<file path="src/rtl/ghost_pkg.sv">
// Shared types for the ghost direction scheduler: one-hot direction codes,
// mode encodings, FSM states and the direction reversal helper.
package ghost_pkg;

    localparam logic [3:0] DIR_STOP  = 4'b0000;
    localparam logic [3:0] DIR_RIGHT = 4'b0001;
    localparam logic [3:0] DIR_UP    = 4'b0010;
    localparam logic [3:0] DIR_DOWN  = 4'b0100;
    localparam logic [3:0] DIR_LEFT  = 4'b1000;

    typedef enum logic [1:0] {
        MODE_CHASE   = 2'd0,
        MODE_SCATTER = 2'd1,
        MODE_FRIGHT  = 2'd2,
        MODE_RSVD    = 2'd3
    } mode_e;

    typedef enum logic [1:0] {
        IDLE,
        REQ,
        DECIDE,
        DONE
    } state_e;

    // The encoding is laid out so that reversal is a plain bit-order swap.
    function automatic logic [3:0] reverse(input logic [3:0] d);
        return {d[0], d[1], d[2], d[3]};
    endfunction

    function automatic mode_e norm_mode(input logic [1:0] m);
        return (m == MODE_RSVD) ? MODE_CHASE : mode_e'(m);
    endfunction

endpackage

</file>
<file path="src/rtl/ghost_dir_select.sv">
// Combinational direction picker for one ghost; shared across ghosts by index.
// GHOST_FRIGHT_EN enables the LFSR-driven random pick in FRIGHT mode.
module ghost_dir_select
    import ghost_pkg::*;
#(
    parameter int X_W = 11,
    parameter int Y_W = 10
) (
    input  logic [X_W-1:0] i_pos_x,
    input  logic [Y_W-1:0] i_pos_y,
    input  logic [X_W-1:0] i_tgt_x,
    input  logic [Y_W-1:0] i_tgt_y,
    input  logic [3:0]     i_vm_moves,
    input  logic [3:0]     i_prev,
    input  logic           i_rev_pending,
    input  logic [1:0]     i_mode,
    input  logic [1:0]     i_lfsr,
    output logic [3:0]     o_dir
);

    localparam int D_W = ((X_W > Y_W) ? X_W : Y_W) + 1;

    logic signed [X_W:0] w_dx;
    logic signed [Y_W:0] w_dy;
    logic [X_W:0]        w_adx;
    logic [Y_W:0]        w_ady;
    logic                w_horiz;
    logic [3:0]          w_hstep, w_vstep, w_pri, w_sec;
    logic [3:0]          w_rev, w_cand;
    logic                w_rev_ok;

    assign w_dx  = $signed({1'b0, i_tgt_x}) - $signed({1'b0, i_pos_x});
    assign w_dy  = $signed({1'b0, i_tgt_y}) - $signed({1'b0, i_pos_y});
    assign w_adx = w_dx[X_W] ? -w_dx : w_dx;
    assign w_ady = w_dy[Y_W] ? -w_dy : w_dy;

    // Strictly greater keeps ties on the vertical axis.
    assign w_horiz = (D_W'(w_adx) > D_W'(w_ady));
    assign w_hstep = (w_dx == '0) ? DIR_STOP : (w_dx[X_W] ? DIR_LEFT : DIR_RIGHT);
    assign w_vstep = (w_dy == '0) ? DIR_STOP : (w_dy[Y_W] ? DIR_UP : DIR_DOWN);
    assign w_pri   = w_horiz ? w_hstep : w_vstep;
    assign w_sec   = w_horiz ? w_vstep : w_hstep;

    assign w_rev    = reverse(i_prev);
    assign w_cand   = i_vm_moves & ~w_rev;
    assign w_rev_ok = |(i_vm_moves & w_rev);

`ifdef GHOST_FRIGHT_EN
    logic [3:0] w_fright;
    logic [1:0] w_bit;
    logic       w_found;

    always_comb begin
        w_fright = DIR_STOP;
        w_found  = 1'b0;
        w_bit    = i_lfsr;
        for (int k = 0; k < 4; k++) begin
            w_bit = i_lfsr + 2'(k);
            if (!w_found && w_cand[w_bit]) begin
                w_fright = 4'b0001 << w_bit;
                w_found  = 1'b1;
            end
        end
    end
`else
    logic w_unused;
    assign w_unused = ^{i_mode, i_lfsr};
`endif

    always_comb begin
        o_dir = DIR_STOP;
        if (i_rev_pending && w_rev_ok)
            o_dir = w_rev;
        else if (w_cand == 4'b0000)
            o_dir = w_rev_ok ? w_rev : DIR_STOP;
`ifdef GHOST_FRIGHT_EN
        else if (i_mode == MODE_FRIGHT)
            o_dir = w_fright;
`endif
        else if (|(w_pri & w_cand))
            o_dir = w_pri;
        else if (|(w_sec & w_cand))
            o_dir = w_sec;
        else if (w_cand[1])
            o_dir = DIR_UP;
        else if (w_cand[2])
            o_dir = DIR_DOWN;
        else if (w_cand[0])
            o_dir = DIR_RIGHT;
        else
            o_dir = DIR_LEFT;
    end

endmodule

</file>
<file path="src/rtl/ghost_ai_scheduler.sv">
// Time-multiplexed ghost steering: per move tick, scans all ghosts through the
// shared valid-move lookup and registers a one-hot direction for each.
// Optional macro GHOST_FRIGHT_EN builds the FRIGHT-mode LFSR.
module ghost_ai_scheduler
    import ghost_pkg::*;
#(
    parameter int                        NUM_GHOSTS = 4,
    parameter int                        X_W        = 11,
    parameter int                        Y_W        = 10,
    parameter logic [NUM_GHOSTS*X_W-1:0] SCATTER_X  = '0,
    parameter logic [NUM_GHOSTS*Y_W-1:0] SCATTER_Y  = '0,
    parameter logic [15:0]               LFSR_SEED  = 16'hACE1
) (
    input  logic                        i_clk,
    input  logic                        i_rst_n,
    input  logic                        i_move_tick,
    input  logic [1:0]                  i_mode,
    input  logic [NUM_GHOSTS*X_W-1:0]   i_ghost_pos_x,
    input  logic [NUM_GHOSTS*Y_W-1:0]   i_ghost_pos_y,
    input  logic [X_W-1:0]              i_pacman_pos_x,
    input  logic [Y_W-1:0]              i_pacman_pos_y,
    output logic                        o_vm_req,
    output logic [X_W-1:0]              o_vm_pos_x,
    output logic [Y_W-1:0]              o_vm_pos_y,
    input  logic                        i_vm_ack,
    input  logic [3:0]                  i_vm_moves,
    output logic [NUM_GHOSTS*4-1:0]     o_move_dir,
    output logic                        o_dir_valid,
    output logic                        o_busy,
    output logic                        o_tick_overrun
);

    localparam int IDX_W = (NUM_GHOSTS > 1) ? $clog2(NUM_GHOSTS) : 1;
    localparam logic [IDX_W-1:0] LAST_IDX = IDX_W'(NUM_GHOSTS - 1);
    localparam logic [NUM_GHOSTS-1:0][X_W-1:0] SCAT_X = SCATTER_X;
    localparam logic [NUM_GHOSTS-1:0][Y_W-1:0] SCAT_Y = SCATTER_Y;

    state_e                         r_state, w_next;
    logic [IDX_W-1:0]               r_idx;
    logic [NUM_GHOSTS-1:0][X_W-1:0] r_snap_x;
    logic [NUM_GHOSTS-1:0][Y_W-1:0] r_snap_y;
    logic [X_W-1:0]                 r_pac_x;
    logic [Y_W-1:0]                 r_pac_y;
    mode_e                          r_mode, r_mode_q;
    logic [NUM_GHOSTS-1:0]          r_rev_pending;
    logic [3:0]                     r_moves;
    logic [NUM_GHOSTS-1:0][3:0]     r_dir;
    logic                           r_overrun;

    mode_e                          w_mode_in;
    logic [X_W-1:0]                 w_tgt_x;
    logic [Y_W-1:0]                 w_tgt_y;
    logic [3:0]                     w_sel;
    logic [1:0]                     w_lfsr;

    assign w_mode_in = norm_mode(i_mode);

`ifdef GHOST_FRIGHT_EN
    logic [15:0] r_lfsr;

    always_ff @(posedge i_clk or negedge i_rst_n) begin
        if (!i_rst_n)
            r_lfsr <= LFSR_SEED;
        else
            r_lfsr <= {r_lfsr[14:0], r_lfsr[15] ^ r_lfsr[13] ^ r_lfsr[12] ^ r_lfsr[10]};
    end
    assign w_lfsr = r_lfsr[1:0];
`else
    logic [15:0] w_unused_seed;
    assign w_unused_seed = LFSR_SEED;
    assign w_lfsr        = 2'b00;
`endif

    always_ff @(posedge i_clk or negedge i_rst_n) begin
        if (!i_rst_n)
            r_state <= IDLE;
        else
            r_state <= w_next;
    end

    always_comb begin
        w_next      = r_state;
        o_vm_req    = 1'b0;
        o_busy      = 1'b1;
        o_dir_valid = 1'b0;
        case (r_state)
            IDLE: begin
                o_busy = 1'b0;
                if (i_move_tick)
                    w_next = REQ;
            end
            REQ: begin
                o_vm_req = 1'b1;
                if (i_vm_ack)
                    w_next = DECIDE;
            end
            DECIDE:
                w_next = (r_idx == LAST_IDX) ? DONE : REQ;
            DONE: begin
                o_dir_valid = 1'b1;
                w_next      = IDLE;
            end
            default:
                w_next = IDLE;
        endcase
    end

    always_ff @(posedge i_clk or negedge i_rst_n) begin
        if (!i_rst_n) begin
            r_idx         <= '0;
            r_snap_x      <= '0;
            r_snap_y      <= '0;
            r_pac_x       <= '0;
            r_pac_y       <= '0;
            r_mode        <= MODE_CHASE;
            r_mode_q      <= MODE_CHASE;
            r_rev_pending <= '0;
            r_moves       <= '0;
            r_dir         <= {NUM_GHOSTS{DIR_LEFT}};
            r_overrun     <= 1'b0;
        end else begin
            r_overrun <= i_move_tick && (r_state != IDLE);
            case (r_state)
                IDLE: begin
                    if (i_move_tick) begin
                        r_snap_x <= i_ghost_pos_x;
                        r_snap_y <= i_ghost_pos_y;
                        r_pac_x  <= i_pacman_pos_x;
                        r_pac_y  <= i_pacman_pos_y;
                        r_mode   <= w_mode_in;
                        r_idx    <= '0;
                        // A mode switch makes every ghost turn around once.
                        if (w_mode_in != r_mode_q) begin
                            r_rev_pending <= '1;
                            r_mode_q      <= w_mode_in;
                        end
                    end
                end
                REQ: begin
                    if (i_vm_ack)
                        r_moves <= i_vm_moves;
                end
                DECIDE: begin
                    r_dir[r_idx]         <= w_sel;
                    r_rev_pending[r_idx] <= 1'b0;
                    if (r_idx != LAST_IDX)
                        r_idx <= r_idx + IDX_W'(1);
                end
                default: ;
            endcase
        end
    end

    // FRIGHT borrows the scatter target; it only matters when the random pick is off.
    assign w_tgt_x = (r_mode == MODE_CHASE) ? r_pac_x : SCAT_X[r_idx];
    assign w_tgt_y = (r_mode == MODE_CHASE) ? r_pac_y : SCAT_Y[r_idx];

    ghost_dir_select #(
        .X_W (X_W),
        .Y_W (Y_W)
    ) u_sel (
        .i_pos_x       (r_snap_x[r_idx]),
        .i_pos_y       (r_snap_y[r_idx]),
        .i_tgt_x       (w_tgt_x),
        .i_tgt_y       (w_tgt_y),
        .i_vm_moves    (r_moves),
        .i_prev        (r_dir[r_idx]),
        .i_rev_pending (r_rev_pending[r_idx]),
        .i_mode        (r_mode),
        .i_lfsr        (w_lfsr),
        .o_dir         (w_sel)
    );

    assign o_vm_pos_x     = r_snap_x[r_idx];
    assign o_vm_pos_y     = r_snap_y[r_idx];
    assign o_move_dir     = r_dir;
    assign o_tick_overrun = r_overrun;

endmodule

</file>
<file path="config.mk">
export PLATFORM = sky130hd
export DESIGN_NAME = ghost_ai_scheduler
export DESIGN_NICKNAME = d
export VERILOG_FILES = /design/src/rtl/ghost_pkg.sv /design/src/rtl/ghost_dir_select.sv /design/src/rtl/ghost_ai_scheduler.sv
export SDC_FILE = /design/constraint.sdc
export NUM_CORES = 1
export LEC_CHECK = 0
export BUFFER_PORTS_ARGS = -buffer_cell sky130_fd_sc_hd__buf_2
export CORE_MARGIN = 5
export CORE_UTILIZATION = 38
export DETAILED_ROUTE_END_ITERATION = 6
export GPL_TIMING_DRIVEN = 1
export SYNTH_ARGS = -nofsm -noshare
export SYNTH_HDL_FRONTEND = slang
export SYNTH_SLANG_ARGS = --single-unit
</file>
<file path="constraint.sdc">
create_clock -name i_clk -period 11.5 [get_ports i_clk]
set_input_delay 0.575 -clock i_clk [delete_from_list [all_inputs] [get_ports i_clk]]
set_output_delay 0.575 -clock i_clk [all_outputs]
set_load 0.1 [all_outputs]
</file>
* Yosys cells after proc, flatten, opt, wreduce, memory -nomap -nowiden
Cells that the tools add are included.
Storage, ports and cells: bits in registers 138, input bits 115, output and inout bits 41
Operators by class: $add $sub $neg 5, order comparisons 3, equal/unequal tests 11, multiplexer cells 49, bitwise operators 7, reduce and logical (&&, ||, !) cells 19
Operators by type and width (number):
- 4-bit two-way mux | 17
- 11-bit binary-select mux with 2-bit select | 2
- 11-bit two-way mux | 4
- 10-bit binary-select mux with 2-bit select | 2
- 10-bit two-way mux | 3
- 4-bit AND | 5
- 16-bit bitwise mux | 1
- 12-bit by 11-bit greater-than comparator with 1-bit output | 1
- 12-bit logical NOT | 1
- 12-bit two-way mux | 1
- 2-bit two-way mux | 6
- 12-bit negator | 1
- 4-bit OR reduction | 3
- 11-bit by 11-bit subtractor with 12-bit output | 1
- 11-bit logical NOT | 1
- 11-bit negator | 1
- 10-bit by 10-bit subtractor with 11-bit output | 1
- 2-bit inequality test (second input constant) | 5
- 3-bit AND reduction | 3
- 4-bit binary-select mux with 2-bit select | 1
- 4-bit demux with 2-bit select | 1
- 2-bit == test (second input constant) | 4
- 4-bit NOT | 2
- 2-bit case mux with 4 select lines | 1
- 16 further kinds | 26

* Longest topological paths before layout
depth in word-level cells 15, depth in mapped cells 24, mapped depth without buffers 22

* By module
Synthesis repeated with hierarchy kept, for this count alone.
Second synthesis, totals: cells, all modules 653, area total of the unflattened synthesis 8031.5 µm²
By module, submodules not included:
- ghost_ai_scheduler | times used 1, cells each 377, area an instance 6055.8 µm²
- ghost_dir_select | times used 1, cells each 276, area an instance 1975.6 µm²

* Worst setup path after synthesis
No wires, ideal clock.
path kind flip-flop to flip-flop, from register r_idx[0], to register r_dir (netlist bit o_move_dir[13]), library setup time 0.126 ns, arrival 5.455 ns, setup slack 5.919 ns, stages on the path, launching flop included 21, buffers on the path 2, period minus slack after synthesis 5.581 ns, cell sequence dfrtp_1 -> buf_2 -> buf_1 -> mux4_2 -> ha_1 -> fa_1 -> nand2b_1 -> a21oi_1 -> xor2_1 -> or3_4 -> or4_4 -> nand2_1 -> xnor2_1 -> ha_1 -> nand2_1 -> or2_2 -> a31o_2 -> o41ai_4 -> o22ai_1 -> a22oi_2 -> o21ai_1
RTL lines:
- start: declaration | RTL line ghost_ai_scheduler.sv:39 | logic [IDX_W-1:0] r_idx;
- start signal: assignment | RTL line ghost_ai_scheduler.sv:147 | r_idx <= r_idx + IDX_W'(1);
- 11-bit binary-select mux with 2-bit select (*)
- 11-bit two-way mux (*)
- via o_vm_pos_x[0] | RTL line ghost_ai_scheduler.sv:23 | output logic [X_W-1:0] o_vm_pos_x,
- 11-bit by 11-bit subtractor with 12-bit output (*) | RTL line ghost_dir_select.sv:32 | assign w_dx = $signed({1'b0, i_tgt_x}) - $signed({1'b0, i_pos_x});
- 12-bit negator | RTL line ghost_dir_select.sv:34 | assign w_adx = w_dx[X_W] ? -w_dx : w_dx;
- 12-bit two-way mux | RTL line ghost_dir_select.sv:34
- 12-bit by 11-bit greater-than comparator with 1-bit output | RTL line ghost_dir_select.sv:38 | assign w_horiz = (D_W'(w_adx) > D_W'(w_ady));
- 4-bit two-way mux | RTL line ghost_dir_select.sv:42 | assign w_sec = w_horiz ? w_vstep : w_hstep;
- 4-bit AND | RTL line ghost_dir_select.sv:82 | else if (|(w_sec & w_cand))
- 4-bit OR reduction | RTL line ghost_dir_select.sv:82
- 4-bit two-way mux | RTL line ghost_dir_select.sv:82
- 4-bit two-way mux (*) | RTL line ghost_dir_select.sv:80 | else if (|(w_pri & w_cand))
- 4-bit two-way mux (*) | RTL line ghost_dir_select.sv:74 | else if (w_cand == 4'b0000)
- 4-bit two-way mux (*) | RTL line ghost_dir_select.sv:72 | if (i_rev_pending && w_rev_ok)
- 16-bit bitwise mux (*) | RTL line ghost_ai_scheduler.sv:144 | r_dir[r_idx] <= w_sel;
- end signal: assignment | RTL line ghost_ai_scheduler.sv:119 | r_dir <= {NUM_GHOSTS{DIR_LEFT}};
- end signal: indexed assignment | RTL line ghost_ai_scheduler.sv:144
- end: declaration | RTL line ghost_ai_scheduler.sv:47 | logic [NUM_GHOSTS-1:0][3:0] r_dir;
The timed path passes the listed nets; every way through them passes the cells marked *. The select of a mux whose other input is x is not followed. A chain may end at the register's enable or synchronous reset.

* Final worst setup path
from register r_idx[0], to register r_dir (netlist bit o_move_dir[6])
On the way: cells in the longest elaborated chain, start to end 15
RTL lines (RTL line):
- 11-bit binary-select mux with 2-bit select / 10-bit binary-select mux with 2-bit select (equally long branches) | ghost_ai_scheduler.sv:155, ghost_ai_scheduler.sv:156
- 11-bit two-way mux (not written as such) / 10-bit two-way mux (equally long branches) | ghost_ai_scheduler.sv:155, ghost_ai_scheduler.sv:156
- 11-bit two-way mux / 10-bit two-way mux (equally long branches) | ghost_ai_scheduler.sv:155, ghost_ai_scheduler.sv:156
- 11-bit by 11-bit subtractor with 12-bit output / 10-bit by 10-bit subtractor with 11-bit output (equally long branches) | ghost_dir_select.sv:32, ghost_dir_select.sv:33
- 12-bit negator / 11-bit negator (equally long branches) | ghost_dir_select.sv:34, ghost_dir_select.sv:35
- 12-bit two-way mux / 11-bit two-way mux (equally long branches) | ghost_dir_select.sv:34, ghost_dir_select.sv:35
- 12-bit by 11-bit greater-than comparator with 1-bit output | ghost_dir_select.sv:38
- 4-bit two-way mux | ghost_dir_select.sv:42
- 4-bit AND | ghost_dir_select.sv:82
- 4-bit OR reduction | ghost_dir_select.sv:82
- 4-bit two-way mux | ghost_dir_select.sv:82
- 4-bit two-way mux | ghost_dir_select.sv:80
- 4-bit two-way mux | ghost_dir_select.sv:74
- 4-bit two-way mux | ghost_dir_select.sv:72
- 16-bit bitwise mux (*) | ghost_ai_scheduler.sv:144
Every way passes the cells marked *; elsewhere a longest branch is shown, timed or not. The select of a mux whose other input is x is not followed.

==> flow_summary.ini <==
[global_route]
track_usage_pct = 17.89
grt_first_pass_wirelength_mm = 34.79
grt.busiest_layer = met2
antenna_found_initial = 0
groute.layer.met3.usage_pct = 3.477
global_route_track_usage_on_met1_pct = 25.75
global_route.usage.met2_pct = 27.44
pin_count_of_the_biggest_net_entering_global_routing = 110
grt_pass1_vias = 6775
gr-total-overflow = 0

[setup_path]
cp_max_fo = 27
reg2regPathDepth = 21
setup.worst_path.start_class = register
timing.setup.critical_path_class = reg -> reg
crit_required_ns = 11.80
critical_path_at_ns = 5.64
endpoint_kind = register

[yosys]
synth.cell_area_mm2 = 0.008026
postSynth.topFlopCell = sky130_fd_sc_hd__dfrtp_1
netlist.top_cell.by_area = sky130_fd_sc_hd__dfrtp_1
ys_warn_count = 0
synthArstFlopShare_pct = 100.0
yosys.cell_types.count = 62
synth.area.top_cells = sky130_fd_sc_hd__dfrtp_1 42%, sky130_fd_sc_hd__nand2_1 17%, sky130_fd_sc_hd__mux4_2 7.3%
postSynthRegisterBits = 138
average_size_of_a_mapped_cell_um2 = 8.743
synth-edff-count = 0
area_fraction_of_the_dominant_cell_type_after_synthesis_pct = 41.78
synth_cells = 918
synth_seq_area_share_pct = 43.09
syn-num-nets = 1074

[clock_network]
htree_levels = 4
clock_tree.root_cell = sky130_fd_sc_hd__clkbuf_16
cts_tree = done
clock_sink_count = 138
cts_hold_buffers = 0
numCtsBuffers = 17
worst_skew_pair.late_latency_ns = 0.42
post-cts-setup-buffer-count = 0
clk_transition_reported_paths_ns = 0.06
cts_max_path_buffers = 2
cts.repair.resized = 0

[sta]
relSlewSlack_pct = 25.32
worst_setup_margin_ns = 6.161
transition_time_at_the_pin_with_the_least_slew_margin_ns = 1.120
achievable-frequency_mhz = 187.3
finClkSkew_ns = 0.01712
max_slew_violation_count = 0
rsz0062_at_grt = false
final.min_clock_period_ns = 5.339
setup_tns_ns = 0
setup_violations = 0
timing_hold_violations_final = 0
layout_worst_path_cycle_share_pct = 46.42

[route]
finalWirelength_mm = 21.10
dr.pass1.iters = 5
detail_route.drc_violations = 0
num_vias = 6735
antenna_left = 0
route.detailed.wl_per_inst_um = 15.67
initialDrtViolationCount = 312
routed_via_density = 5.004

[run]
max_cap_violations = 0

[finish]
syn_to_final_growth_pct = 19.80
layout.nets = 1214
num_antenna_cells = 0
layout-drive-gt1-share_pct = 22.50
layout.cells.most_common_list = 365 x sky130_fd_sc_hd__nand2_1, 154 x sky130_fd_sc_hd__buf_2, 133 x sky130_fd_sc_hd__dfrtp_1
num-fill-cells = 2056
mostFrequentLayoutCell = sky130_fd_sc_hd__nand2_1
sequential_cell_area_mm2 = 0.003460
area_of_combinational_cells_with_multiple_inputs_mm2 = 0.004292

[outcome]
outcome = completed

[min_path]
holdCritPathClass = in -> async

[floorplanning]
die_area_mm2 = 0.02413
floorplan.die.width_um = 155.3
placement_rows = 53
core_area_mm2 = 0.02089
die_h_um = 155.3
initial_core_util_pct = 38.42
io_pins = 156

[placement]
gp_routability_congestion = 0.8786
port-buffer-count = 155
pre_cts_slack_ns = 6.121
detailedPlacementHpwl_mm = 15.62
-- flip-flops by register name, summed over array words and instances, names as in the netlist, 4 cells and up --
signal / count
r_pac_x: 11
r_rev_pending: 4
r_snap_x: 44
r_pac_y: 10
r_moves: 4
r_snap_y: 40
o_move_dir: 16
-- layer usage --
layer | vias to the layer above | part of all wire, %
met5 | - | 0
met4 | 0 | 1.9
met3 | 19 | 4.2
met2 | 165 | 47
met1 | 3196 | 47
li1 | 3355 | -
-- layout make-up --
class / count / share of cell area, %
clock inverter: 14 / 1.236
sequential: 138 / 35.98
timing repair buffer: 161 / 8.601
tap: 275 / 3.578
multi-input combinational: 704 / 44.63
clock buffer: 18 / 4.567
inverter: 36 / 1.405
-- stage by stage --
step | hold WS, ns | instances | utilization [%] | cell area (um2)
finish | 0.2331 | 1346 | 46.03 | 9615
global route | 0.3021 | 1346 | 46.03 | 9615
CTS | 0.2688 | 1346 | 46.03 | 9615
detailed placement | 0.4542 | 1314 | 43.36 | 9057
global placement | 0.4513 | 1314 | 43.36 | 9057
floorplan | 0.2794 | 918 | - | 8026
-- synthesized netlist by cell type (all sizes together) (3+ instances only) --
cell type	number
nor3	9
clkbuf	33
o21ai	38
o31ai	3
nor2	29
buf	7
a21o	7
o22ai	4
o21a	4
nor2b	11
ha	39
inv	36
dfstp	4
mux4	26
and3	4
nand2b	7
a21oi	27
a22oi	4
nand2	366
a31oi	5
o41ai	3
nand4	4
dfrtp	134
nand3	11
and2	23
mux2	5
xnor2	19
and3b	3
o211ai	4
or4	3
xor2	11
-- logic make-up after synthesis --
kind of cell / after synthesis / share of synthesized area (%)
AOI/OAI and AO/OA: 125 / 10.63
DFF: 138 / 43.09
muxes: 31 / 7.997
and+or+nand+nor: 477 / 24.86
adders and majority gates: 41 / 6.578
buffers and inverters: 76 / 3.570
xor gates and xnor gates: 30 / 3.274
-- critical path, stage by stage (launching register included) --
cell                       delay (ns)
sky130_fd_sc_hd__dfrtp_2         0.42
sky130_fd_sc_hd__buf_4           0.50
sky130_fd_sc_hd__mux4_2          0.59
sky130_fd_sc_hd__inv_1           0.08
sky130_fd_sc_hd__ha_1            0.31
sky130_fd_sc_hd__and2_1          0.21
sky130_fd_sc_hd__a311oi_1        0.24
sky130_fd_sc_hd__o21ai_0         0.13
sky130_fd_sc_hd__o22ai_1         0.38
sky130_fd_sc_hd__o21a_1          0.40
sky130_fd_sc_hd__nand2_1         0.12
sky130_fd_sc_hd__xnor2_1         0.14
sky130_fd_sc_hd__ha_1            0.32
sky130_fd_sc_hd__a21o_1          0.11
sky130_fd_sc_hd__a21o_1          0.11
sky130_fd_sc_hd__a21oi_1         0.06
sky130_fd_sc_hd__or2_2           0.27
sky130_fd_sc_hd__a31o_2          0.28
sky130_fd_sc_hd__o41ai_4         0.07
sky130_fd_sc_hd__o21ai_1         0.13
sky130_fd_sc_hd__a22oi_2         0.22
sky130_fd_sc_hd__o21ai_1         0.10
-- worst paths after layout --
check / from / endpoint / slack, ns
max: r_idx[0] / o_move_dir[6] / 6.16
min: i_rst_n / r_pac_x[0] / 0.23
max reg2reg: r_idx[0] / o_move_dir[6] / 6.16
min reg2reg: r_pac_x[5] / r_pac_x[5] / 0.46
max in group asynchronous: i_rst_n / r_idx[0] / 10.11
min in group i_clk: i_ghost_pos_y[35] / r_snap_y[35] / 0.35
Power is not shown: default switching activity piles up to over one toggle a cycle in this logic, so the estimate is an artifact.
